--- src/rtl/text_fetch.sv ---
// Text-mode fetch stage: for every 8-pixel cell it reads the character code, then the
// glyph row, and hands the pixel byte to the pixel generator ahead of its pix_load.
module text_fetch #(
  parameter int unsigned COLS       = 100,
  parameter int unsigned ROWS       = 37,
  parameter logic [7:0]  BLANK_BYTE = 8'h00
) (
  input  logic        clk,
  input  logic        nrst,
  input  logic        frame_start,
  input  logic        line_start,
  input  logic        pix_load,
  output logic [11:0] ch_addr,
  output logic        ch_rd,
  input  logic [7:0]  ch_data,
  output logic [11:0] font_addr,
  output logic        font_rd,
  input  logic [7:0]  font_data,
  output logic [7:0]  pix_data,
  output logic        pix_valid,
  output logic        underrun
);

  localparam logic [6:0]  LAST_COL = 7'(COLS - 1);
  localparam logic [5:0]  ROWS_W   = 6'(ROWS);
  localparam logic [11:0] COLS_W   = 12'(COLS);

  typedef enum logic [2:0] {
    IDLE = 3'd0,
    CH   = 3'd1,
    CHD  = 3'd2,
    FN   = 3'd3,
    FND  = 3'd4,
    HOLD = 3'd5
  } state_t;

  state_t      state_q, state_d;
  logic [6:0]  col_q, col_d;
  logic [3:0]  glyph_q, glyph_d;
  logic [5:0]  trow_q, trow_d;
  logic [11:0] line_base_q, line_base_d;
  logic        first_line_q, first_line_d;
  logic [7:0]  ch_code_q, ch_code_d;
  logic [7:0]  pix_data_q, pix_data_d;
  logic        pix_valid_q, pix_valid_d;
  logic        underrun_q, underrun_d;
  logic        ch_rd_q, ch_rd_d;
  logic [11:0] ch_addr_q, ch_addr_d;
  logic        font_rd_q, font_rd_d;
  logic [11:0] font_addr_q, font_addr_d;

  // Next-state: frame/line control, fetch sequencing and the registered RAM strobes.
  always_comb begin
    state_d      = state_q;
    col_d        = col_q;
    glyph_d      = glyph_q;
    trow_d       = trow_q;
    line_base_d  = line_base_q;
    first_line_d = first_line_q;
    ch_code_d    = ch_code_q;
    pix_data_d   = pix_data_q;
    pix_valid_d  = pix_valid_q;
    underrun_d   = underrun_q;
    ch_rd_d      = 1'b0;
    ch_addr_d    = ch_addr_q;
    font_rd_d    = 1'b0;
    font_addr_d  = font_addr_q;

    // frame_start is applied first so a coincident line_start counts as the first line
    if (frame_start) begin
      glyph_d      = 4'd0;
      trow_d       = 6'd0;
      line_base_d  = 12'd0;
      first_line_d = 1'b1;
      underrun_d   = 1'b0;
      pix_valid_d  = 1'b0;
      state_d      = IDLE;
    end else begin
      first_line_d = first_line_q;
    end

    if (line_start) begin
      if (first_line_d) begin
        first_line_d = 1'b0;
      end else if (glyph_d == 4'd15) begin
        glyph_d     = 4'd0;
        trow_d      = trow_d + 6'd1;
        line_base_d = line_base_d + COLS_W;
      end else begin
        glyph_d = glyph_d + 4'd1;
      end
      col_d       = 7'd0;
      pix_valid_d = 1'b0;
      state_d     = CH;
    end else if (!frame_start) begin
      case (state_q)
        IDLE: begin
          state_d = IDLE;
        end
        CH: begin
          if (trow_q >= ROWS_W) begin
            pix_data_d  = BLANK_BYTE;
            pix_valid_d = 1'b1;
            state_d     = HOLD;
          end else begin
            state_d = CHD;
          end
        end
        CHD: begin
          ch_code_d = ch_data;
          state_d   = FN;
        end
        FN: begin
          state_d = FND;
        end
        FND: begin
          pix_data_d  = font_data;
          pix_valid_d = 1'b1;
          state_d     = HOLD;
        end
        HOLD: begin
          if (pix_load && pix_valid_q) begin
            pix_valid_d = 1'b0;
            if (col_q < LAST_COL) begin
              col_d   = col_q + 7'd1;
              state_d = CH;
            end else begin
              state_d = IDLE;
            end
          end else begin
            state_d = HOLD;
          end
        end
        default: begin
          state_d = IDLE;
        end
      endcase

      if (pix_load && !pix_valid_q) begin
        underrun_d = 1'b1;
      end else begin
        underrun_d = underrun_q;
      end
    end else begin
      state_d = IDLE;
    end

    // Strobes are registered from the next state so they line up with CH / FN exactly.
    if (state_d == CH) begin
      ch_rd_d   = (trow_d < ROWS_W);
      ch_addr_d = line_base_d + {5'd0, col_d};
    end else begin
      ch_rd_d = 1'b0;
    end

    if (state_d == FN) begin
      font_rd_d   = 1'b1;
      font_addr_d = {ch_code_d, glyph_d};
    end else begin
      font_rd_d = 1'b0;
    end
  end

  // State, counters and output registers; async reset clears every output at once.
  always_ff @(posedge clk or negedge nrst) begin
    if (!nrst) begin
      state_q      <= IDLE;
      col_q        <= 7'd0;
      glyph_q      <= 4'd0;
      trow_q       <= 6'd0;
      line_base_q  <= 12'd0;
      first_line_q <= 1'b1;
      ch_code_q    <= 8'd0;
      pix_data_q   <= 8'd0;
      pix_valid_q  <= 1'b0;
      underrun_q   <= 1'b0;
      ch_rd_q      <= 1'b0;
      ch_addr_q    <= 12'd0;
      font_rd_q    <= 1'b0;
      font_addr_q  <= 12'd0;
    end else begin
      state_q      <= state_d;
      col_q        <= col_d;
      glyph_q      <= glyph_d;
      trow_q       <= trow_d;
      line_base_q  <= line_base_d;
      first_line_q <= first_line_d;
      ch_code_q    <= ch_code_d;
      pix_data_q   <= pix_data_d;
      pix_valid_q  <= pix_valid_d;
      underrun_q   <= underrun_d;
      ch_rd_q      <= ch_rd_d;
      ch_addr_q    <= ch_addr_d;
      font_rd_q    <= font_rd_d;
      font_addr_q  <= font_addr_d;
    end
  end

  assign ch_addr   = ch_addr_q;
  assign ch_rd     = ch_rd_q;
  assign font_addr = font_addr_q;
  assign font_rd   = font_rd_q;
  assign pix_data  = pix_data_q;
  assign pix_valid = pix_valid_q;
  assign underrun  = underrun_q;

endmodule

--- config.mk ---
export PLATFORM = sky130hd
export DESIGN_NAME = text_fetch
export DESIGN_NICKNAME = d
export VERILOG_FILES = /design/src/rtl/text_fetch.sv
export SDC_FILE = /design/constraint.sdc
export NUM_CORES = 1
export LEC_CHECK = 0
export ABC_CLOCK_PERIOD_IN_PS = 4700
export CAP_MARGIN = 25
export CORE_MARGIN = 3
export CORE_UTILIZATION = 45
export DETAILED_ROUTE_END_ITERATION = 7
export GPL_TIMING_DRIVEN = 0
export PLACE_DENSITY = 0.75
export SLEW_MARGIN = 15
export SYNTH_ARGS = -nofsm -noshare
export SYNTH_HDL_FRONTEND = slang
export SYNTH_SLANG_ARGS = --single-unit
--- constraint.sdc ---
create_clock -name clk -period 4.7 [get_ports clk]
set_clock_uncertainty 0.2 [all_clocks]
set_input_delay 1.175 -clock clk [delete_from_list [all_inputs] [get_ports clk]]
set_output_delay 1.175 -clock clk [all_outputs]
set_load 0.05 [all_outputs]
==> flow_metrics.env <==
export IMPL_place_congestion=0.8440
export IMPL_cts_htree_levels=3
export IMPL_dr_pass1_iters=4
export IMPL_area_growth_synth_to_final_pct=30.86
export IMPL_synth_compound_area_share_pct=12.81
export IMPL_crit_path_max_fanout=10
export IMPL_path_cells="clkdlybuf4s50_1, clkbuf_1, clkbuf_1, nor2_1, ha_4, nand3_1, o211ai_1, o41ai_2, or4b_1, or3_1, a31oi_1"
export IMPL_drive_gt1_share_pct=15.05
export IMPL_wl_per_cell_um=15.15
export IMPL_crit_path_start_kind="input pin"
export IMPL_synth_area_top_cells="dfrtp_1, nand2_1, xnor2_1, ha_1, nor2_1"
export IMPL_power_share_combinational_pct=19.8
export IMPL_ys_seq_area_share_pct=48.32
export IMPL_cts_sinks=69
export IMPL_antenna_left=0
export IMPL_grt_use_total_pct=19.07
export IMPL_arrival_ns=4.51
export IMPL_async_flop_share_pct=100.0
export IMPL_outcome="finished, final reports clean"
export IMPL_irDropWorstVdd_mv=0.1674
export IMPL_max_cap_violations=0
export IMPL_final_hold_viol_count=0
export IMPL_antenna_found_initial=0
export IMPL_synth_edf_count=0
export IMPL_grt_pass1_wl_mm=13.50
export IMPL_p_leak_uw=0.002144
export IMPL_synth_mux_area_share_pct=5.038
export IMPL_io_pins=57
export IMPL_grt_max_degree=36
export IMPL_timing_final_crit_share_pct=94.67
export IMPL_powerDensity_mw_per_mm2=301.8
export IMPL_drc_errors=0
export IMPL_clock_path_buffers=2
export IMPL_yosysTopAreaCell="dfrtp_1"
export IMPL_synth_seq_cells=69
export IMPL_crit_path_end_kind="register"
export IMPL_worst_slew_pin_transition_ns=0.6658
export IMPL_grt_pass1_vias=2865
export IMPL_num_antenna_cells=0
export IMPL_cpMostUsedCell="clkbuf_1"
export IMPL_clkSlewWorstSetupHoldPaths_ns=0.07
export IMPL_drt_initial_drc_count=110
export IMPL_cp_required_ns=4.76
export IMPL_seq_power_share_pct=45.8
export IMPL_critPathKind="input pin to register"
export IMPL_cts_root_buffer_cell="clkbuf_8"
export IMPL_syn_area_mm2=0.003576
export IMPL_synth_top_area_share_pct=47.59
export IMPL_avgSynthCellArea_um2=10.28
export IMPL_p_total_uw=1412
export IMPL_synth_fp_nets=381
export IMPL_hpwl_mm=5.674
export IMPL_setup_tns_ns=0
export IMPL_critPathBufInv=3
export IMPL_coreArea_mm2=0.007486
export IMPL_nNetsFinal=460
export IMPL_synth_common_cells="dfrtp_1, nand2_1, nor2_1"
export IMPL_clock_fmax_mhz=224.7
export IMPL_die_y_um=95.15
export IMPL_yosys_area_share_adder_pct=4.409
export IMPL_vias_per_cell=5.305
export IMPL_dr_total_vias=2817
export IMPL_dieArea_mm2=0.009053
export IMPL_setup_viol=0
export IMPL_switchingPower_uw=426.7
export IMPL_cts_tree="built"
export IMPL_synth_xor_xnor_area_share_pct=5.143
export IMPL_critical_path_top_delay_family="buffers and inverters"
export IMPL_yosys_area_share_simple_pct=21.10
export IMPL_cts_made_buffers=9
export IMPL_die_w_um=95.15
export IMPL_holdCritPathClass="register to register"
export IMPL_slowest_stage="clkdlybuf4s50_1"
export IMPL_wl_mm=8.042
export IMPL_io_buffers=56
export IMPL_synth_distinct_cells=63
export IMPL_post_synth_top_count_cell="dfrtp_1"
export IMPL_synth_top_family_by_area="simple AND/OR/NAND/NOR gates"
export IMPL_worstSkewPairLatency_ns=0.34
export IMPL_min_period_ns=4.450
export IMPL_p_sw_share_pct=30.22
export IMPL_drv_slew=0
export IMPL_intPower_uw=985.3
export IMPL_synth_flop_cell="dfrtp_1"
export IMPL_row_count=31
export IMPL_max_stage_delay_ns=0.58
export IMPL_syn_inst=348
export IMPL_pwr_share_clk_pct=34.4
export IMPL_start_util_pct=47.77
export IMPL_grt_remaining_overflow=0
export IMPL_synth_warnings=0
export IMPL_rsz0062_at_grt="false"
export IMPL_timing_hold_ws_ns=0.2755
export IMPL_timing_slew_headroom_pct=55.20
==> layout make-up <==
| class | instances | area (um^2) |
|---|---|---|
| fillers | 620 | 2806 |
| plain buffers | 12 | 92.59 |
| inverters | 13 | 48.80 |
| repair buffers | 69 | 663.1 |
| flip-flops and latches | 69 | 1728 |
| clock buffers | 10 | 137.6 |
| well taps | 99 | 123.9 |
| multi-input cells | 253 | 1823 |
| clock inverters | 6 | 62.56 |
==> through the flow <==
| step | cell area [um^2] | setup slack (ns) | utilization, % | instances |
|---|---|---|---|---|
| CTS | 4627 | 0.07142 | 61.81 | 528 |
| global route | 4679 | 0.05453 | 62.51 | 531 |
| finish | 4679 | 0.2503 | 62.51 | 531 |
| floorplan | 3664 | -0.05186 | - | 348 |
| global placement | 4348 | -0.9939 | 58.08 | 503 |
| detailed placement | 4370 | -1.031 | 58.38 | 505 |
==> cells by family (layout without fill, tap and decap cells) <==
group / count (synthesis) / after routing
compound gates: 62 / 62
xor+xnor: 21 / 21
fa+ha+maj: 12 / 12
buf+inv: 26 / 110
flops: 69 / 69
mux: 15 / 15
simple gates: 143 / 143
==> worst min-delay path, delay by kind of cell (launching register included) <==
kind,cells,cell delay [ns]
flops,1,0.34
simple gates,2,0.11
==> final timing paths <==
| kind | from | endpoint | slack, ns | cells after the start |
|---|---|---|---|---|
| max | line_start | ch_addr[11] | 0.25 | 11 |
| min | font_addr[5] | font_addr[5] | 0.28 | 2 |
| max reg2reg | col_q[0] | ch_addr[10] | 0.82 | 15 |
| min reg2reg | font_addr[5] | font_addr[5] | 0.28 | 2 |
| max in group asynchronous | nrst | first_line_q | 3.13 | 2 |
| min in group asynchronous | nrst | pix_data[0] | 0.57 | 1 |
==> power groups by stage <==
stage                     sequential, uW  clock, uW  combinational (uW)
after floorplan                      769          0                57.6
after global placement               657          0                 277
after detailed placement             659          0                 281
after CTS                            647        494                 283
after global routing                 652        518                 298
final                                647        485                 279
==> metal layers <==
layer / vias to the layer above / share of wire, % / GRT usage [%]
li1: 1383 / - / -
met4: 0 / 1.3 / 7.452
met5: - / 0 / 0
met1: 1349 / 46 / 25.09
met2: 71 / 47 / 31.37
met3: 14 / 5.8 / 3.236
==> timing repair <==
item,in CTS,in global routing
hold buffers,0,0
endpoints found under the hold margin,0,0
endpoints found under the setup margin,7,4
pin swaps,5,9
setup buffers,7,4
resized for setup,5,7
==> cells in the final DEF (no fill, tap or decap), types with 3 or more instances in the layout <==
cell type / count
or4_1: 4
ha_1: 7
xnor2_1: 15
nand2_1: 53
clkbuf_8: 12
mux2i_1: 6
a211oi_1: 3
xor2_1: 5
buf_2: 3
nand2b_1: 7
nand3_1: 6
clkinv_2: 3
clkdlybuf4s50_1: 53
nor2_1: 28
inv_1: 12
mux2_4: 7
o21ai_0: 5
a22o_1: 8
clkbuf_1: 6
a21oi_1: 15
nor2b_1: 12
ha_4: 3
a21o_1: 3
nand4_1: 3
o31ai_1: 3
nor4_1: 5
dfrtp_1: 68
buf_4: 12
a31oi_1: 6
==> sequential cells by signal (all words and copies together), names as in the netlist <==
register / cells
font_rd: 1
col_q: 7
trow_q: 6
ch_addr: 12
state_q: 3
line_base_q: 12
underrun: 1
glyph_q: 4
ch_rd: 1
font_addr: 12
first_line_q: 1
pix_data: 8
pix_valid: 1
(Power assumes the default switching activity.)
